**src/rtl/calc_sequencer_if.sv**
```systemverilog
// Board-side bus of the calculator sequencer: switches, raw buttons, ALU operands/result and display.
// master = board/ALU environment, slave = calc_sequencer.
interface calc_sequencer_if;
  logic [3:0] sw;
  logic       op_sw;
  logic       btn_enter;
  logic       btn_clear;
  logic [3:0] operand1;
  logic [3:0] operand2;
  logic       operator_sel;
  logic [4:0] alu_result;
  logic [4:0] result;
  logic       result_valid;
  logic [4:0] disp_value;
  logic [1:0] state_led;

  modport master (
    output sw, op_sw, btn_enter, btn_clear, alu_result,
    input  operand1, operand2, operator_sel, result, result_valid, disp_value, state_led
  );

  modport slave (
    input  sw, op_sw, btn_enter, btn_clear, alu_result,
    output operand1, operand2, operator_sel, result, result_valid, disp_value, state_led
  );
endinterface

```
**src/rtl/calc_sequencer.sv**
```systemverilog
// Sequences operand/operator capture for the 4-bit ALU from buttons and registers its result for display.
// Optional button debounce filter enabled by defining CALC_DEBOUNCE_EN.
module calc_sequencer #(
  parameter int DEBOUNCE_CYCLES = 250000
) (
  input logic           clk,
  input logic           rst,
  calc_sequencer_if.slave bus
);

  localparam logic [1:0] ST_ENTER_A = 2'b00;
  localparam logic [1:0] ST_ENTER_B = 2'b01;
  localparam logic [1:0] ST_COMPUTE = 2'b10;
  localparam logic [1:0] ST_SHOW    = 2'b11;

`ifdef CALC_DEBOUNCE_EN
  localparam bit DB_EN = 1'b1;
`else
  localparam bit DB_EN = 1'b0;
`endif

  // Bit 0 = Enter, bit 1 = Clear throughout the conditioning chain.
  logic [1:0] btn_raw;
  logic [1:0] sync1;
  logic [1:0] sync2;
  logic [1:0] level;
  logic [1:0] level_d;
  logic [1:0] pulse;
  logic       enter_p;
  logic       clear_p;

  assign btn_raw = {bus.btn_clear, bus.btn_enter};

  always_ff @(posedge clk or posedge rst) begin
    if (rst) begin
      sync1 <= 2'b00;
      sync2 <= 2'b00;
    end else begin
      sync1 <= btn_raw;
      sync2 <= sync1;
    end
  end

  generate
    for (genvar i = 0; i < 2; i++) begin : g_btn
      if (DB_EN && (DEBOUNCE_CYCLES > 0)) begin : g_db
        localparam int            CW       = $clog2(DEBOUNCE_CYCLES + 1);
        localparam logic [CW-1:0] CNT_LAST = CW'(DEBOUNCE_CYCLES - 1);
        logic [CW-1:0] cnt;
        logic          lvl_q;

        // Level flips only after an unbroken run of differing samples.
        always_ff @(posedge clk or posedge rst) begin
          if (rst) begin
            cnt   <= '0;
            lvl_q <= 1'b0;
          end else if (sync2[i] == lvl_q) begin
            cnt <= '0;
          end else if (cnt == CNT_LAST) begin
            cnt   <= '0;
            lvl_q <= ~lvl_q;
          end else begin
            cnt <= cnt + 1'b1;
          end
        end
        assign level[i] = lvl_q;
      end else begin : g_direct
        assign level[i] = sync2[i];
      end
    end
  endgenerate

  always_ff @(posedge clk or posedge rst) begin
    if (rst) begin
      level_d <= 2'b00;
      pulse   <= 2'b00;
    end else begin
      level_d <= level;
      pulse   <= level & ~level_d;
    end
  end

  assign enter_p = pulse[0];
  assign clear_p = pulse[1];

  logic [1:0] state;
  logic [3:0] op1_q;
  logic [3:0] op2_q;
  logic       opsel_q;
  logic [4:0] result_q;
  logic       valid_q;

  always_ff @(posedge clk or posedge rst) begin
    if (rst) begin
      state    <= ST_ENTER_A;
      op1_q    <= 4'd0;
      op2_q    <= 4'd0;
      opsel_q  <= 1'b0;
      result_q <= 5'd0;
      valid_q  <= 1'b0;
    end else if (clear_p) begin
      // Clear takes priority; a coincident Enter is dropped.
      state    <= ST_ENTER_A;
      op1_q    <= 4'd0;
      op2_q    <= 4'd0;
      opsel_q  <= 1'b0;
      result_q <= 5'd0;
      valid_q  <= 1'b0;
    end else begin
      case (state)
        ST_ENTER_A: begin
          if (enter_p) begin
            op1_q <= bus.sw;
            state <= ST_ENTER_B;
          end
        end
        ST_ENTER_B: begin
          if (enter_p) begin
            op2_q   <= bus.sw;
            opsel_q <= bus.op_sw;
            state   <= ST_COMPUTE;
          end
        end
        ST_COMPUTE: begin
          result_q <= bus.alu_result;
          valid_q  <= 1'b1;
          state    <= ST_SHOW;
        end
        ST_SHOW: begin
          if (enter_p) begin
            valid_q <= 1'b0;
            state   <= ST_ENTER_A;
          end
        end
        default: state <= ST_ENTER_A;
      endcase
    end
  end

  assign bus.operand1     = op1_q;
  assign bus.operand2     = op2_q;
  assign bus.operator_sel = opsel_q;
  assign bus.result       = result_q;
  assign bus.result_valid = valid_q;
  assign bus.state_led    = state;
  // COMPUTE and SHOW both have the MSB set: show the result, otherwise the live switches.
  assign bus.disp_value   = state[1] ? result_q : {1'b0, bus.sw};

endmodule

```
**src/flat_wrapper.sv**
```systemverilog
// flat-port wrapper written by rule: the top's interface ports become plain ports
module calc_sequencer_flat 
#(
  parameter int DEBOUNCE_CYCLES = 250000
)
  (clk, rst, bus_sw, bus_op_sw, bus_btn_enter, bus_btn_clear, bus_alu_result, bus_operand1, bus_operand2, bus_operator_sel, bus_result, bus_result_valid, bus_disp_value, bus_state_led);
  calc_sequencer_if bus_i ();
  input logic clk;
  input logic rst;
  input wire logic [$bits(bus_i.sw)-1:0] bus_sw;
  input wire logic [$bits(bus_i.op_sw)-1:0] bus_op_sw;
  input wire logic [$bits(bus_i.btn_enter)-1:0] bus_btn_enter;
  input wire logic [$bits(bus_i.btn_clear)-1:0] bus_btn_clear;
  input wire logic [$bits(bus_i.alu_result)-1:0] bus_alu_result;
  output wire logic [$bits(bus_i.operand1)-1:0] bus_operand1;
  output wire logic [$bits(bus_i.operand2)-1:0] bus_operand2;
  output wire logic [$bits(bus_i.operator_sel)-1:0] bus_operator_sel;
  output wire logic [$bits(bus_i.result)-1:0] bus_result;
  output wire logic [$bits(bus_i.result_valid)-1:0] bus_result_valid;
  output wire logic [$bits(bus_i.disp_value)-1:0] bus_disp_value;
  output wire logic [$bits(bus_i.state_led)-1:0] bus_state_led;
  assign bus_i.sw = bus_sw;
  assign bus_i.op_sw = bus_op_sw;
  assign bus_i.btn_enter = bus_btn_enter;
  assign bus_i.btn_clear = bus_btn_clear;
  assign bus_i.alu_result = bus_alu_result;
  assign bus_operand1 = bus_i.operand1;
  assign bus_operand2 = bus_i.operand2;
  assign bus_operator_sel = bus_i.operator_sel;
  assign bus_result = bus_i.result;
  assign bus_result_valid = bus_i.result_valid;
  assign bus_disp_value = bus_i.disp_value;
  assign bus_state_led = bus_i.state_led;
  calc_sequencer #(.DEBOUNCE_CYCLES(DEBOUNCE_CYCLES)) u_core (.clk(clk), .rst(rst), .bus(bus_i));
endmodule
```
**config.mk**
```make
export PLATFORM = sky130hd
export DESIGN_NAME = calc_sequencer_flat
export DESIGN_NICKNAME = d
export VERILOG_FILES = /design/src/rtl/calc_sequencer_if.sv /design/src/rtl/calc_sequencer.sv /design/src/flat_wrapper.sv
export SDC_FILE = /design/constraint.sdc
export NUM_CORES = 1
export LEC_CHECK = 0
export CORE_UTILIZATION = 30
export DETAILED_ROUTE_END_ITERATION = 12
export PLACE_DENSITY = 0.66
export SYNTH_ARGS = -nofsm -noshare
export SYNTH_HDL_FRONTEND = slang
export SYNTH_SLANG_ARGS = --single-unit
```
**constraint.sdc**
```tcl
create_clock -name clk -period 3.3 [get_ports clk]
set_input_delay 0.33 -clock clk [delete_from_list [all_inputs] [get_ports clk]]
set_output_delay 0.33 -clock clk [all_outputs]
set_load 0.05 [all_outputs]
```
==> results of run 1 <==
## flip-flops by register name (all words and copies together) (netlist names)
| signal | count |
|---|---|
| u_core.bus.result | 5 |
| u_core.bus.operand1 | 4 |
| u_core.bus.operand2 | 4 |
| u_core.bus.state_led | 2 |
| u_core.level | 2 |
| u_core.level_d | 2 |
| u_core.pulse | 2 |
| u_core.sync1 | 2 |
| u_core.bus.operator_sel | 1 |
| u_core.bus.result_valid | 1 |
## logic make-up (layout without fill, tap and decap cells)
group / count (synthesis) / after routing / share of synthesized area [%]
fa+ha+maj: 4 / 4 / 4.77
buf+inv: 9 / 43 / 3.69
simple gates: 32 / 32 / 14.5
mux: 9 / 9 / 9.06
flops: 25 / 25 / 59.6
compound gates: 14 / 14 / 8.34
## power groups by stage
stage | registers (mW) | clock network [mW] | logic, mW
floorplan | 0.634 | 0 | 0.262
global route | 0.446 | 0.148 | 0.711
finish | 0.434 | 0.134 | 0.670
detailed placement | 0.441 | 0 | 0.673
global placement | 0.439 | 0 | 0.662
CTS | 0.436 | 0.138 | 0.675
## per-stage QoR
step / setup WS (ps) / cells / power, mW
after floorplan: 1500 / 93 / 0.896
after global placement: 1140 / 169 / 1.10
after detailed placement: 1120 / 169 / 1.11
after CTS: 959 / 173 / 1.25
after global routing: 891 / 173 / 1.30
final: 989 / 173 / 1.24
## cell type report
cell class | instances | area (um^2) | share of cell area (%)
Tap cell | 46 | 57.6 | 3.94
Timing Repair Buffer | 35 | 350 | 24.0
Clock buffer | 4 | 26.3 | 1.80
Multi-Input combinational cell | 59 | 385 | 26.4
Inverter | 4 | 15.0 | 1.03
Sequential cell | 25 | 626 | 42.8
## cells in the mapped netlist (all sizes together)
library cell / number / area [um^2]
dfrtp: 25 / 626
nand2: 12 / 45.0
a21oi: 9 / 45.0
nand3: 9 / 45.0
nor2: 6 / 22.5
mux2i: 5 / 50.1
buf: 4 / 20.0
ha: 4 / 50.1
inv: 4 / 15.0
mux2: 4 / 45.0
nor2b: 2 / 12.5
o21ai: 2 / 17.5
a2bb2oi: 1 / 8.76
and2: 1 / 6.26
clkbuf: 1 / 3.75
nor3: 1 / 10.0
o211ai: 1 / 7.51
o221ai: 1 / 8.76
or3: 1 / 11.3
## path summary, 6_finish.rpt
check / slack, ps / start / to / cells after the start
min in group asynchronous: 510 / rst / u_core.sync1[0] / 2
worst min register to register: 360 / u_core.sync1[1] / u_core.level[1] / 0
worst max-delay path: 990 / u_core.bus.state_led[1] / bus_disp_value[3] / 2
max in group asynchronous: 2220 / rst / u_core.bus.operand1[0] / 2
worst max register to register: 1600 / u_core.bus.state_led[1] / u_core.bus.state_led[0] / 5
worst min-delay path: 360 / u_core.sync1[1] / u_core.level[1] / 0
## worst max-delay path, cell delays in order (launching register included)
cell	delay, ps
sky130_fd_sc_hd__dfrtp_1	580
sky130_fd_sc_hd__mux2_2	380
sky130_fd_sc_hd__clkdlybuf4s50_1	700
## routing by layer
metal | routed length [um] | vias up | GRT usage (%)
li1 | - | 384 | -
met1 | 1030 | 392 | 18.8
met2 | 1080 | 28 | 19.9
met3 | 131 | 2 | 2.31
met4 | 31 | 0 | 5.52
met5 | 0 | - | 0
==> flow_summary.yaml, run 1 <==
run_status:
  run_status: "completed"
placement:
  place_congestion: 0.740
  placed_cell_area_mm2: 0.00143
  placement.io_buffers: 35
  place_hpwl_mm: 1.63
synthesis:
  mean_cell_area_of_the_mapped_netlist_um2: 11.3
  synthesis.nets: 111
  seq_area_frac_synth_pct: 59.6
  yosysWarnings: 0
  yosysUniqueCellTypes: 19
  postSynthCellCount: 93
  netlist_area_mm2: 0.00105
  synth-seq-cells: 25
routing:
  detail_route.wirelength_mm: 2.27
  drtAntennaViolNets: 0
  first_iter_violations: 21
  route.detailed.wl_per_inst_um: 13.1
  drc_errors: 0
  num_vias: 806
  route.detailed.vias_per_inst: 4.66
  drt_pre_antenna_iters: 4
global_route:
  grt_pass1_vias: 763
  grt_max_degree: 26
  grt_first_pass_wirelength_mm: 3.58
  groute.usage.overall_pct: 13.2
  gr-total-overflow: 0
  grt_antenna_before_repair: 0
cells_and_area:
  layout_commonest_cell: "sky130_fd_sc_hd__clkdlybuf4s50_1"
  post-route-util_pct: 43.8
  net_count_reported_at_finish: 146
  synthToLayoutAreaGrowth_pct: 39.1
  final_cell_area_mm2: 0.00146
  post_route_cells_drive_above_1_share_pct: 8.66
  most-common-layout-cells: "35 x sky130_fd_sc_hd__clkdlybuf4s50_1, 25 x sky130_fd_sc_hd__dfrtp_1, 12 x sky130_fd_sc_hd__nand2_1"
  num_antenna_cells: 0
  final.fill_count: 344
power:
  ir_drop_mv: 0.352
  seqPwrFrac_pct: 35.0
  p_int_uw: 659
  clk_network_pwr_share_pct: 10.9
  p_sw_share_pct: 46.8
  power_density_mw_per_mm2: 848
  p_leak_nw: 0.615
  power.net_switching_uw: 580
  power.share.combinational_pct: 54.1
timing:
  setup_viol: 0
  tightest_slew_ps: 937
  ratio_of_final_minimum_period_to_clock_period_pct: 70.0
  slew-limit-headroom_pct: 37.4
  slew_viol_final: 0
  final.min_clock_period_ps: 2310
  grt_setup_unrepaired: "no"
  whs_ps: 363
  tns_ps: 0
  max_clock_freq_ghz: 0.433
  worst_clock_skew_ps: 3.99
  hold_viol: 0
clock_tree:
  cts_made_buffers: 3
  numClockSinks: 25
  clk_path_buf_depth: 2
  clk-insertion-delay-late_ps: 310
  quantity_of_gates_resized_following_cts: 0
  cts_max_level: 1
  clock_tree_from_tritoncts: "built"
  holdBufCountCts: 0
  clkTransAtPathRegs_ps: 130
  clock_tree.root_cell: "sky130_fd_sc_hd__clkbuf_4"
  post_cts.repair.setup_buffers: 0
worst_hold_path:
  holdCritPathClass: "reg -> reg"
setup_path:
  critical_path.endpoint_type: "primary output"
  cp-start-kind: "register"
  critical_path.max_fanout: 10
  path_type_of_the_worst_setup_path: "reg -> out"
  arrival_ps: 1980
  required_ps: 2970
floorplanning:
  total_i_o_pin_count: 36
  core_area_mm2: 0.00334
  floorplan.die_area_mm2: 0.00374
  die_width_um: 61.2
  start_util_pct: 31.5
  die_h_um: 61.2
  placement_rows: 21
run:
  timing.max_cap.violations: 0
Power figures use the tool's default switching activity.
==> run 2: changes to the inputs <==
Settings changed: PLACE_DENSITY 0.66 to 0.68.
Clock period 3.3 ns to 2.1 ns, I/O delays scaled along.
==> run 2 against run 1 <==
Non-clock buffer count increased by 1. Die area unchanged. Total power increased by 55%. Critical path depth down 1. Clock power up 55%. Combinational power up 55%. Sequential share of layout area increased by 0.073 points. Sequential power grew 56%. Sequential cell count unchanged. Final cell count is 0.58% higher. Via count down 0.87%. Wire length fell by 5.9%. Largest cell class unchanged.
==> flow_summary.yaml, run 2 (synthesized netlist as in run 1, its figures left out) <==
cells_and_area:
  layout_commonest_cell: "sky130_fd_sc_hd__clkdlybuf4s50_1"
  synthToLayoutAreaGrowth_pct: 38.9
  net_count_reported_at_finish: 147
  seqCellArea_um2: 626
  most-common-layout-cells: "30 x sky130_fd_sc_hd__clkdlybuf4s50_1, 25 x sky130_fd_sc_hd__dfrtp_1, 12 x sky130_fd_sc_hd__nand2_1"
  post_route_cells_drive_above_1_share_pct: 13.3
  num_antenna_cells: 0
  multi_input_comb_area_um2: 385
  final.fill_count: 335
  largest_register_ffs: 5
setup_path:
  cp_top_family: "buffers and inverters"
  crit_buf_inv: 1
  cp_num_cells: 1
  cp_max_stage_delay_ps: 880
  critical_path.max_fanout: 10
  reg2reg_setup_slack_ps: 460
  path_type_of_the_worst_setup_path: "reg -> out"
  worst_path_max_delay_cell: "sky130_fd_sc_hd__clkdlybuf4s50_1"
  arrival_ps: 1760
  reg2regPathDepth: 5
  crit_path_cell_trace: "clkdlybuf4s50_1"
  critical_path.endpoint_type: "primary output"
  cp-start-kind: "register"
  required_ps: 1890
timing:
  grt_setup_unrepaired: "no"
  tightest_slew_ps: 589
  hold_viol: 0
  setup_viol: 0
  slew_viol_final: 0
  tns_ps: 0
  ratio_of_final_minimum_period_to_clock_period_pct: 93.6
  worst_clock_skew_ps: 4.14
  max_clock_freq_ghz: 0.509
  slew-limit-headroom_pct: 60.8
  final.min_clock_period_ps: 1970
power:
  power_density_mw_per_mm2: 1320
  p_leak_nw: 0.632
  ir_drop_mv: 0.561
  finalPower_mw: 1.92
global_route:
  grt_antenna_before_repair: 0
  groute.usage.overall_pct: 13.6
  grt_max_degree: 26
  grt_first_pass_wirelength_mm: 3.67
  gr-total-overflow: 0
  grt_pass1_vias: 801
clock_tree:
  post_cts.repair.setup_buffers: 0
  numClockSinks: 25
  clk_path_buf_depth: 2
  clock_tree_from_tritoncts: "built"
  clk-insertion-delay-late_ps: 310
  clock_tree.root_cell: "sky130_fd_sc_hd__clkbuf_4"
  clkTransAtPathRegs_ps: 130
  cts_made_buffers: 3
  cts_max_level: 1
routing:
  route.detailed.wl_per_inst_um: 12.3
  num_vias: 799
  drc_errors: 0
  drtAntennaViolNets: 0
  detail_route.wirelength_mm: 2.14
  route.detailed.vias_per_inst: 4.59
  drt_pre_antenna_iters: 4
  first_iter_violations: 30
floorplanning:
  die_width_um: 61.2
  start_util_pct: 31.5
  total_i_o_pin_count: 36
  core_area_mm2: 0.00334
  placement_rows: 21
  die_h_um: 61.2
  floorplan.die_area_mm2: 0.00374
placement:
  place_hpwl_mm: 1.64
  place_congestion: 0.881
  placement.io_buffers: 35
worst_hold_path:
  holdCritPathClass: "in -> async"
run:
  timing.max_cap.violations: 0
run_status:
  run_status: "completed"
## run 2: worst paths after layout
path,from,end
max reg2reg,u_core.bus.state_led[1],u_core.bus.state_led[0]
min,rst,u_core.sync1[1]
min reg2reg,u_core.sync1[0],u_core.level[0]
max in group asynchronous,rst,u_core.sync1[0]
min in group clk,bus_btn_enter,u_core.sync1[0]
max,u_core.bus.state_led[1],bus_state_led[1]
## run 2: routing by layer
metal	up-vias	share of wire, %	track usage [%]
li1	382	-	-
met5	-	0	0
met3	6	4.9	2.94
met4	0	2.8	7.79
met2	30	47	20.8
met1	381	46	18.0
## run 2: worst register-to-register path, delay by kind of cell, from the launching register on
kind | cells | cell delay, ps
fa+ha+maj | 1 | 300
simple gates | 2 | 450
compound gates | 1 | 110
buf+inv | 1 | 200
flops | 1 | 530
## run 2: final cells by class
type	instances	share of cell area (%)
tap	46	3.95
timing repair buffer	36	23.8
clock buffer	3	1.55
clock inverter	1	0.343
multi-input combinational	59	26.4
inverter	4	1.03
sequential	25	42.9
## run 2: report_power, final
part | internal [mW] | switching (mW) | total (mW)
Sequential | 0.584 | 0.0950 | 0.679
Combinational | 0.368 | 0.669 | 1.04
Clock | 0.0712 | 0.136 | 0.208
Total | 1.02 | 0.900 | 1.92
## run 2: per-stage QoR
stage | std cells | setup slack (ps) | hold WS, ps | utilization [%] | instance area (um^2)
final | 174 | 134 | 222 | 43.7 | 1460
after global routing | 174 | 45.6 | 245 | 43.7 | 1460
after CTS | 174 | 104 | 224 | 43.7 | 1460
after detailed placement | 170 | 372 | 335 | 42.9 | 1430
after global placement | 170 | 399 | 336 | 42.9 | 1430
after floorplan | 93 | 301 | 237 | - | 1050
## run 2: what timing repair did
item	CTS	global route
resized for setup	1	0
hold buffers	0	0
setup endpoints to repair	1	0
endpoints found under the hold margin	0	0
==> run 3: changes to the inputs <==
Settings changed: CORE_MARGIN from default to 2, HOLD_SLACK_MARGIN from default to 0.15.
==> run 3 against run 2 <==
Via count increased by 2.0%. Wire length rose by 6.6%. Largest power group unchanged. Worst setup slack got worse by 11 ps. Combinational power barely moved. Clock skew up 6.6 ps. Clock power is 5% higher. Die area grew 6.6%. Core utilization increased by 0.19 points. First-iteration DRC count is 3.3% higher. Final cell count is the same.
==> flow_summary.yaml, run 3 (synthesized netlist as in run 1, its figures left out) <==
timing:
  slew-limit-headroom_pct: 60.5
  tns_ps: 0
  hold_viol: 0
  final.min_clock_period_ps: 1980
  grt_setup_unrepaired: "no"
  tightest_slew_ps: 593
  whs_ps: 201
  worst_clock_skew_ps: 10.8
  max_clock_freq_ghz: 0.506
  setup_viol: 0
  postLayoutSetupSlackWorst_ps: 124
  ratio_of_final_minimum_period_to_clock_period_pct: 94.1
  slew_viol_final: 0
setup_path:
  crit_path_cell_trace: "clkdlybuf4s50_1"
  path_type_of_the_worst_setup_path: "reg -> out"
  cp_max_stage_delay_ps: 880
  arrival_ps: 1770
  required_ps: 1890
  worst_path_max_delay_cell: "sky130_fd_sc_hd__clkdlybuf4s50_1"
  cp_top_family: "buffers and inverters"
  critical_path.max_fanout: 10
  critical_path.endpoint_type: "primary output"
  cp-start-kind: "register"
  crit_buf_inv: 1
cells_and_area:
  num_antenna_cells: 0
  most-common-layout-cells: "30 x sky130_fd_sc_hd__clkdlybuf4s50_1, 25 x sky130_fd_sc_hd__dfrtp_1, 12 x sky130_fd_sc_hd__nand2_1"
  largest_register_ffs: 5
  synthToLayoutAreaGrowth_pct: 39.5
  net_count_reported_at_finish: 147
  final_cell_area_mm2: 0.00146
  layout_commonest_cell: "sky130_fd_sc_hd__clkdlybuf4s50_1"
  post_route_cells_drive_above_1_share_pct: 13.3
  finish.cell_count_without_fillers: 174
floorplanning:
  start_util_pct: 31.5
  floorplan.die_area_mm2: 0.00399
  total_i_o_pin_count: 36
  placement_rows: 21
  die_width_um: 63.2
  core_area_mm2: 0.00334
  die_h_um: 63.2
routing:
  drt_pre_antenna_iters: 5
  met3WireLength_um: 131
  detail_route.wirelength_mm: 2.28
  dr_wl_met2_mm: 1.11
  num_vias: 815
  route.detailed.wl_per_inst_um: 13.1
  wl_met1_mm: 1.00
  highest_metal_layer_with_signal_wires: "met4"
  first_iter_violations: 31
  drtAntennaViolNets: 0
  route.detailed.vias_per_inst: 4.68
  drc_errors: 0
global_route:
  grt_antenna_before_repair: 0
  grt_pass1_vias: 836
  grt_max_degree: 26
  groute.usage.overall_pct: 12.6
  gr-total-overflow: 0
  grt_first_pass_wirelength_mm: 3.92
placement:
  place_inst: 170
  place_hpwl_mm: 1.71
  placed_cell_area_mm2: 0.00143
  pre_cts_ws_ps: 387
  placement.io_buffers: 35
  place_congestion: 0.892
clock_tree:
  clkTransAtPathRegs_ps: 140
  clock_tree.root_cell: "sky130_fd_sc_hd__clkbuf_4"
  holdBufCountCts: 0
  post_cts.repair.setup_buffers: 0
  cts_max_level: 1
  numClockSinks: 25
  clk_path_buf_depth: 2
  clock_tree_from_tritoncts: "built"
  quantity_of_gates_resized_following_cts: 0
  cts_made_buffers: 3
  clk-insertion-delay-late_ps: 320
power:
  p_leak_nw: 0.642
  ir_drop_mv: 0.607
  power_density_mw_per_mm2: 1330
worst_hold_path:
  holdCritPathClass: "in -> async"
run:
  timing.max_cap.violations: 0
run_status:
  run_status: "completed"
-- run 3: cell count changes in the layout (fill, tap and decap cells not counted) --
cell and delta:
sky130_fd_sc_hd__clkinv_2 -1, sky130_fd_sc_hd__clkinvlp_4 +1, sky130_fd_sc_hd__dlygate4sd2_1 -1, sky130_fd_sc_hd__dlymetal6s2s_1 +1
-- run 3: area by class of cell --
cell class	instances	area, um^2
clock inverters	1	7.51
multi-input cells	59	385
fillers	332	1870
well taps	46	57.6
flip-flops and latches	25	626
clock buffers	3	22.5
repair buffers	36	350
inverters	4	15.0
-- run 3: power breakdown --
group | leakage, nW | switching, mW | internal (mW) | total [mW]
combinational | 0.305 | 0.679 | 0.371 | 1.05
sequential | 0.322 | 0.0912 | 0.584 | 0.676
clock | 0.0139 | 0.146 | 0.0728 | 0.219
total | 0.642 | 0.917 | 1.03 | 1.94
-- run 3: final timing paths --
kind                                    startpoint                 endpoint  slack, ps  cells after the start
max in group asynchronous                      rst  u_core.bus.state_led[0]       1650                      3
setup reg to reg           u_core.bus.state_led[1]  u_core.bus.state_led[0]        400                      5
min in group clk                     bus_btn_enter          u_core.sync1[0]        300                      1
hold reg to reg                    u_core.sync1[1]          u_core.level[1]        370                      0
hold / removal                                 rst          u_core.sync1[0]        200                      3
setup / recovery           u_core.bus.state_led[1]         bus_state_led[1]        120                      1
-- run 3: routing by layer --
layer  up-vias  track usage [%]
li1        380                -
met1       391             15.0
met2        35             21.7
met3         9             2.32
met4         0             6.11
met5         -                0
-- run 3: metrics by stage --
stage / util, % / power [mW]
after floorplan: - / 1.41
after global routing: 43.9 / 2.06
after CTS: 43.8 / 1.97
final: 43.9 / 1.94
after global placement: 42.9 / 1.71
after detailed placement: 42.9 / 1.74
